==> src/rtl/sap_mem_pkg.sv <==
// sap_mem_bridge shared types: FSM state, lane geometry helpers, lane mask.
package sap_mem_pkg;

    typedef enum logic [1:0] {
        ST_IDLE,
        ST_WR,
        ST_RD_ISSUE,
        ST_RD_WAIT
    } state_t;

    localparam int MASK_W = 256;

    function automatic int lanes_of(input int sram_w, input int data_w);
        return sram_w / data_w;
    endfunction

    function automatic int lb_of(input int sram_w, input int data_w);
        return $clog2(sram_w / data_w);
    endfunction

    function automatic logic [MASK_W-1:0] lane_mask(input int lane,
                                                    input int data_w);
        logic [MASK_W-1:0] m;
        m = (MASK_W'(1) << data_w) - MASK_W'(1);
        return m << (lane * data_w);
    endfunction

endpackage

==> src/rtl/sap_rd_pipe.sv <==
// Read-latency shift register: carries valid, lane and out-of-range flag
// from the SRAM read strobe to the rdata capture point.
module sap_rd_pipe
    import sap_mem_pkg::*;
#(
    parameter int RD_LAT = 1,
    parameter int LW     = 2
) (
    input  logic          clk,
    input  logic          rst_n,
    input  logic          in_v,
    input  logic [LW-1:0] in_lane,
    input  logic          in_oor,
    output logic          cap,
    output logic [LW-1:0] cap_lane,
    output logic          cap_oor
);

    logic [RD_LAT-1:0]         v_q;
    logic [RD_LAT-1:0]         oor_q;
    logic [RD_LAT-1:0][LW-1:0] lane_q;

    always_ff @(posedge clk or negedge rst_n) begin
        if (!rst_n) begin
            v_q    <= '0;
            oor_q  <= '0;
            lane_q <= '0;
        end else begin
            v_q[0]    <= in_v;
            oor_q[0]  <= in_oor;
            lane_q[0] <= in_lane;
            for (int i = 1; i < RD_LAT; i++) begin
                v_q[i]    <= v_q[i-1];
                oor_q[i]  <= oor_q[i-1];
                lane_q[i] <= lane_q[i-1];
            end
        end
    end

    assign cap      = v_q[RD_LAT-1];
    assign cap_oor  = oor_q[RD_LAT-1];
    assign cap_lane = lane_q[RD_LAT-1];

endmodule

==> src/rtl/sap_mem_bridge.sv <==
// SAP-3 MAR / byte-lane bridge to a single-port SRAM macro.
// Optional: define SAP_MAR_AUTOINC_EN for MAR post-increment on accepted requests.
module sap_mem_bridge
    import sap_mem_pkg::*;
#(
    parameter int ADDR_W = 12,
    parameter int DATA_W = 8,
    parameter int SRAM_W = 32,
    parameter int RD_LAT = 1,
    localparam int LB    = lb_of(SRAM_W, DATA_W),
    localparam int AW    = ADDR_W - LB
) (
    input  logic              clk,
    input  logic              rst_n,
    input  logic              mar_we,
    input  logic [15:0]       mar_addr,
    input  logic              ram_we,
    input  logic [DATA_W-1:0] wdata,
    input  logic              rd_req,
    input  logic              err_clr,
    output logic [DATA_W-1:0] rdata,
    output logic              rvalid,
    output logic              busy,
    output logic              err_oor,
    output logic              err_ovr,
    output logic [AW-1:0]     sram_addr,
    output logic [SRAM_W-1:0] sram_bm,
    output logic [SRAM_W-1:0] sram_din,
    output logic              sram_men,
    output logic              sram_wen,
    output logic              sram_ren,
    input  logic [SRAM_W-1:0] sram_dout
);

    localparam int LANES = lanes_of(SRAM_W, DATA_W);
    localparam int LW    = (LB > 0) ? LB : 1;

    state_t          state, state_nx;
    logic [15:0]     mar, mar_nx, ea;
    logic            oor, acc_wr, acc_rd, drop;
    logic [AW-1:0]   word;
    logic [LW-1:0]   lane, rd_lane, cap_lane;
    logic            rd_oor, cap, cap_oor;

    assign ea   = mar_we ? mar_addr : mar;
    assign oor  = (ea >> ADDR_W) != 16'd0;
    assign word = AW'(ea[ADDR_W-1:0] >> LB);
    assign lane = LW'(ea & 16'(LANES - 1));

    always_comb begin
        state_nx = state;
        acc_wr   = 1'b0;
        acc_rd   = 1'b0;
        drop     = 1'b0;
        case (state)
            ST_IDLE: begin
                if (ram_we) begin
                    acc_wr   = 1'b1;
                    drop     = rd_req;
                    state_nx = ST_WR;
                end else if (rd_req) begin
                    acc_rd   = 1'b1;
                    state_nx = ST_RD_ISSUE;
                end
            end
            ST_WR: begin
                drop     = ram_we | rd_req;
                state_nx = ST_IDLE;
            end
            ST_RD_ISSUE: begin
                drop     = ram_we | rd_req;
                state_nx = ST_RD_WAIT;
            end
            ST_RD_WAIT: begin
                drop = ram_we | rd_req;
                if (cap) state_nx = ST_IDLE;
            end
            default: state_nx = ST_IDLE;
        endcase
    end

    always_comb begin
        mar_nx = ea;
`ifdef SAP_MAR_AUTOINC_EN
        if (acc_wr || acc_rd) mar_nx = ea + 16'd1;
`endif
    end

    always_ff @(posedge clk or negedge rst_n) begin
        if (!rst_n) begin
            state     <= ST_IDLE;
            mar       <= '0;
            busy      <= 1'b0;
            rdata     <= '0;
            rvalid    <= 1'b0;
            err_oor   <= 1'b0;
            err_ovr   <= 1'b0;
            sram_addr <= '0;
            sram_bm   <= '0;
            sram_din  <= '0;
            sram_men  <= 1'b0;
            sram_wen  <= 1'b0;
            sram_ren  <= 1'b0;
            rd_lane   <= '0;
            rd_oor    <= 1'b0;
        end else begin
            state    <= state_nx;
            mar      <= mar_nx;
            busy     <= state_nx != ST_IDLE;
            sram_men <= (acc_wr | acc_rd) & ~oor;
            sram_wen <= acc_wr & ~oor;
            sram_ren <= acc_rd & ~oor;
            sram_addr <= (acc_wr | acc_rd) ? word : '0;
            sram_bm  <= (acc_wr & ~oor) ?
                        SRAM_W'(lane_mask(int'(lane), DATA_W)) : '0;
            sram_din <= (acc_wr & ~oor) ? {LANES{wdata}} : '0;
            if (acc_rd) begin
                rd_lane <= lane;
                rd_oor  <= oor;
            end
            rvalid <= cap;
            // Out-of-range reads still complete, but return zero
            if (cap)
                rdata <= cap_oor ? '0 : sram_dout[cap_lane*DATA_W +: DATA_W];
            if ((acc_wr | acc_rd) & oor) err_oor <= 1'b1;
            else if (err_clr)           err_oor <= 1'b0;
            if (drop)         err_ovr <= 1'b1;
            else if (err_clr) err_ovr <= 1'b0;
        end
    end

    sap_rd_pipe #(
        .RD_LAT (RD_LAT),
        .LW     (LW)
    ) u_rd_pipe (
        .clk      (clk),
        .rst_n    (rst_n),
        .in_v     (state == ST_RD_ISSUE),
        .in_lane  (rd_lane),
        .in_oor   (rd_oor),
        .cap      (cap),
        .cap_lane (cap_lane),
        .cap_oor  (cap_oor)
    );

endmodule

==> config.mk <==
export PLATFORM = sky130hd
export DESIGN_NAME = sap_mem_bridge
export DESIGN_NICKNAME = d
export VERILOG_FILES = /design/src/rtl/sap_mem_pkg.sv /design/src/rtl/sap_rd_pipe.sv /design/src/rtl/sap_mem_bridge.sv
export SDC_FILE = /design/constraint.sdc
export NUM_CORES = 1
export LEC_CHECK = 0
export BUFFER_PORTS_ARGS = -buffer_cell sky130_fd_sc_hd__buf_2
export CAP_MARGIN = 20
export CORE_ASPECT_RATIO = 2
export CORE_MARGIN = 10
export CORE_UTILIZATION = 23
export DETAILED_ROUTE_END_ITERATION = 10
export SYNTH_ARGS = -nofsm -noshare
export SYNTH_HDL_FRONTEND = slang
export SYNTH_SLANG_ARGS = --single-unit
export TNS_END_PERCENT = 50
==> constraint.sdc <==
create_clock -name clk -period 1.8 [get_ports clk]
set_input_delay 0.36 -clock clk [delete_from_list [all_inputs] [get_ports clk]]
set_output_delay 0.36 -clock clk [all_outputs]
set_load 0.02 [all_outputs]
== Word level (Yosys, flattened, before mapping) ==
Index checks and enable logic that the tools add are counted.
Cells by class
  eq/ne operators: 3
  shift operators: 2
  mux-type cells: 19
  bitwise logic cells: 7
  reduce and logical (&&, ||, !) cells: 6
Operators with widths (count)
  32-bit two-way mux: 2
  32-bit by 6-bit variable part select with 8-bit output: 1
  8-bit by 5-bit left shift with 32-bit output, first input constant: 1
  16-bit two-way mux: 1
  16-bit nonzero test: 1
  10-bit two-way mux: 1
  1-bit two-way mux: 9
  8-bit two-way mux: 1
  2-bit one-hot mux with 4 select lines: 1
  2-bit two-way mux: 3
  2-bit nonzero test: 3
  1-bit bitwise AND: 4
  2-bit == test, second input constant: 2
  3-bit OR reduction: 1
  2-bit by 1-bit == test with 1-bit output, second input constant: 1
  2-bit zero test: 1
  1-bit OR: 2
  1-bit one-hot mux with 2 select lines: 1
  1-bit inverter: 1
Storage, ports and cells
  flip-flop bits (word level): 114
  logic and storage cells: 55

== Longest topological paths before layout ==
  depth in word-level cells: 6
  gate-level depth with buffers: 5
  gate-level depth less buffers: 3

== Hierarchy ==
A second synthesis with hierarchy kept.
Second synthesis, totals
  cell total of the unflattened synthesis: 226
  area total of the unflattened synthesis: 2819.0 sq um
Modules (own cells, without submodules)
  sap_mem_bridge: instances 1, cells an instance 222, area each 2718.9 sq um, sequential area each 1451.4 sq um
  sap_rd_pipe: instances 1, cells an instance 4, area each 100.1 sq um, sequential area each 100.1 sq um

== Least setup slack after synthesis ==
No wires, ideal clock.
  path kind: input to register
  from: input mar_we
  to: register rd_oor
  arrival time: 1.500 ns
  data required time: 1.675 ns
  setup slack: 0.175 ns
  stages: 4
  buffers on the path: 1
  cells stage by stage: buf_6 -> or4_4 -> o22a_4 -> mux2_2
Between the ends
  word-level cells in the longest chain between the ends: 2
RTL lines
  from (decl): line sap_mem_bridge.sv:15  | input logic mar_we,
  16-bit two-way mux: line sap_mem_bridge.sv:45  | assign ea = mar_we ? mar_addr : mar;
  16-bit nonzero test: line sap_mem_bridge.sv:46  | assign oor = (ea >> ADDR_W) != 16'd0;
  to (signal assigned): line sap_mem_bridge.sv:119  | rd_oor <= oor;
  to (decl): line sap_mem_bridge.sv:43  | logic rd_oor, cap, cap_oor;
Every way passes these cells.
A chain may end at the register's enable or synchronous reset.

== Final worst setup path ==
  from: register mar[13]
  to: register sram_bm[15]
Between the ends
  word-level cells in the longest chain between the ends: 5
RTL lines
  from (decl): line sap_mem_bridge.sv:39  | logic [15:0] mar, mar_nx, ea;
  from (signal assigned): line sap_mem_bridge.sv:108  | mar <= mar_nx;
  16-bit two-way mux: line sap_mem_bridge.sv:45
  16-bit nonzero test: line sap_mem_bridge.sv:46
  1-bit inverter: line sap_mem_bridge.sv:114  | sram_bm <= (acc_wr & ~oor) ?
  1-bit bitwise AND: line sap_mem_bridge.sv:114
  32-bit two-way mux: line sap_mem_bridge.sv:114
  to (signal assigned): line sap_mem_bridge.sv:114
  to (decl): line sap_mem_bridge.sv:27  | output logic [SRAM_W-1:0] sram_bm,
Every way passes these cells.

==> results.toml <==
[global_routing]
antenna_found_initial = 2
gr-total-overflow = 0
grt_usage = 0.0848
grt_pass1_vias = 2191
grt_max_degree = 32
grt_pass1_wl_microns = 11500

[worst_setup_path]
cp.arrival_ps = 1870
cp-start-kind = "flop"
cpLargestDelayFamily = "simple AND/OR/NAND/NOR gates"
startpoint = "mar[13]"
r2r_end = "sram_bm[15]"
rrSetupSlack_ps = 130
cpMaxStageDelayCell = "or4_4"
path_class = "reg2reg"
max_stage_delay_ps = 510
crit_fanout = 17
r2r.worst_path.cells = 3
worstPathRequired_ps = 2000
worstSetupEndpointType = "flop"
r2r-start = "mar[13]"
crit_buf_inv = 0
path_cells = "or4_4, o22a_4, nor4_1"

[clock_tree]
htreeDepth = 3
clk_pin_slew_ps = 50
postCtsSetupBuffers = 0
cts-buffers-inserted = 9
cts.sinks = 62
cts_buffer_depth = 2
cts_hold_buf = 1
root_buffer = "clkbuf_16"
clk_latency_ps = 320
cts-resized-gates = 0
cts_tree = "done"

[timing]
fin_crit_sh = 0.928
tightestPinTransition_ps = 550
slew_violations = 0
hold_slack_ps = 283
hold_viol_final = 0
finalSetupViolCount = 0
relSlewSlack = 0.633
period_needed_ps = 1670
fmax_ghz = 0.599
rsz0062_at_grt = "no"
skew_ps = 4.44

[place]
place.gp.congestion = 0.733
hpwlAfterDp_microns = 6330
place_area_sq_um = 3390
portBuffers = 150

[run]
drv_cap = 0

[finish]
multi_input_area_sq_um = 782
fillers = 1234
diodes = 0
final_cell_mix = "buf_2 (150), dfrtp_1 (62), mux2_2 (15)"
fin_nets = 398
fin_area_sq_um = 3660
final_common_cell = "buf_2"
area_growth_pct = 29.8
final-seq-area_sq_um = 1550
drive_above_1_share = 0.599

[yosys]
synth_top_family_by_area = "buffers and inverters"
synth.distinct_cells = 27
syn_nets = 288
yosys.area_share.simple = 0.111
avgSynthCellArea_sq_um = 12.5
synth.mux.area_fraction = 0.131
synthAdderAreaFrac = 0
synth_xor_area_frac = 0
netlist_instances = 226
syn-cell-area_sq_um = 2820
synth_warnings = 0
synth_compound_area_frac = 0.0351
yosys_register_bits = 62
yosysSeqAreaShare = 0.550

[detailed_routing]
routed_via_density = 4.00
via_count = 1942
route.final.wire_length_microns = 7670
wire_per_inst_microns = 15.8
ant_nets = 0
drt_iter0_drc = 51
drc = 0
first_pass_iters = 4

[floorplan]
die_h_microns = 177
core_sq_um = 12100
die_w_microns = 98.3
start_util = 0.234
io_pins = 151
num_rows = 57
dieArea_sq_um = 17400

[power_and_ir_drop]
leakagePower_nw = 1.96
p_per_area_nw_per_um2 = 872
ir_worst_vdd_uv = 407

[status]
status = "finished, final reports clean"

[min_path]
hold_class = "in2reg"
holdPathStages = 2
holdPathEnd = "sram_din[30]"
hold_start = "wdata[6]"
cells in the mapped netlist:
master,instances,area (sq um)
buf_6,2,22.5
buf_2,1,5.00
buf_4,52,390
nor4_1,4,25.0
or4b_1,1,10.0
dfrtp_1,62,1550
mux2_2,15,169
buf_1,1,3.75
a22o_1,1,8.76
o22a_4,1,17.5
nor3_1,1,5.00
nand3_1,1,5.00
mux2i_1,2,20.0
nor3b_1,1,7.51
a21oi_1,3,15.0
o21ai_0,10,50.1
a21o_1,1,7.51
nor4b_1,1,8.76
mux4_2,8,180
nor2_1,7,26.3
and2_1,10,62.6
clkbuf_1,5,18.8
nand2_1,14,52.6
nor2b_1,2,12.5
inv_1,12,45.0
or4_4,1,11.3
nor3b_2,7,87.6
worst max-delay path by stage:
| stage | end | slack [ps] | cells after the start |
|---|---|---|---|
| 6_report | sram_bm[15] | 130 | 3 |
| 3_5_place_dp | sram_bm[15] | -30 | 4 |
| 4_1_cts | sram_bm[15] | 120 | 3 |
| 5_1_grt | sram_bm[7] | 50 | 3 |
| 3_3_place_gp | rd_oor | 50 | 4 |
| 2_1_floorplan | rd_oor | 180 | 4 |
sequential cells by signal, indices dropped and copies added, names as in the netlist, 2 cells and up:
register	flops
state	2
mar	16
u_rd_pipe.cap_lane	2
rdata	8
sram_addr	10
sram_bm	4
rd_lane	2
sram_din	8
power breakdown:
part / total, mW / switching (mW) / internal, mW
logic: 0.235 / 0.103 / 0.133
registers: 1.46 / 0.0178 / 1.44
clock network: 1.50 / 0.552 / 0.947
layer usage:
layer,GRT usage,routed length (microns),vias to the layer above,part of all wire
met3,0.0419,728,15,0.095
li1,-,-,913,-
met2,0.157,4220,81,0.55
met4,0.0432,163,2,0.021
met5,0,20,-,0.0026
met1,0.0719,2530,931,0.33
per-stage QoR:
step / setup TNS (ps) / utilization / worst slack, ps / instances / power [mW]
after global placement: 0 / 0.282 / 45.1 / 471 / 1.71
after detailed placement: -33.1 / 0.282 / -26.9 / 471 / 1.72
after global routing: 0 / 0.304 / 45.2 / 486 / 3.34
after floorplan: 0 / - / 175 / 226 / 1.59
final: 0 / 0.304 / 130 / 486 / 3.19
after CTS: 0 / 0.304 / 121 / 486 / 3.27
cell families (layout without fill, tap and decap cells):
| family | Yosys count | count (layout) |
|---|---|---|
| AOI/OAI and AO/OA | 16 | 16 |
| muxes | 25 | 25 |
| and+or+nand+nor | 50 | 50 |
| DFF | 62 | 62 |
| buffers and inverters | 73 | 186 |
area by class of cell:
class	instances	share of cell area
Multi-Input combinational cell	91	0.214
Clock buffer	12	0.0674
Tap cell	147	0.0503
Sequential cell	62	0.424
Timing Repair Buffer	160	0.230
Clock inverter	2	0.00274
Inverter	12	0.0123
Power figures use the tool's default switching activity.
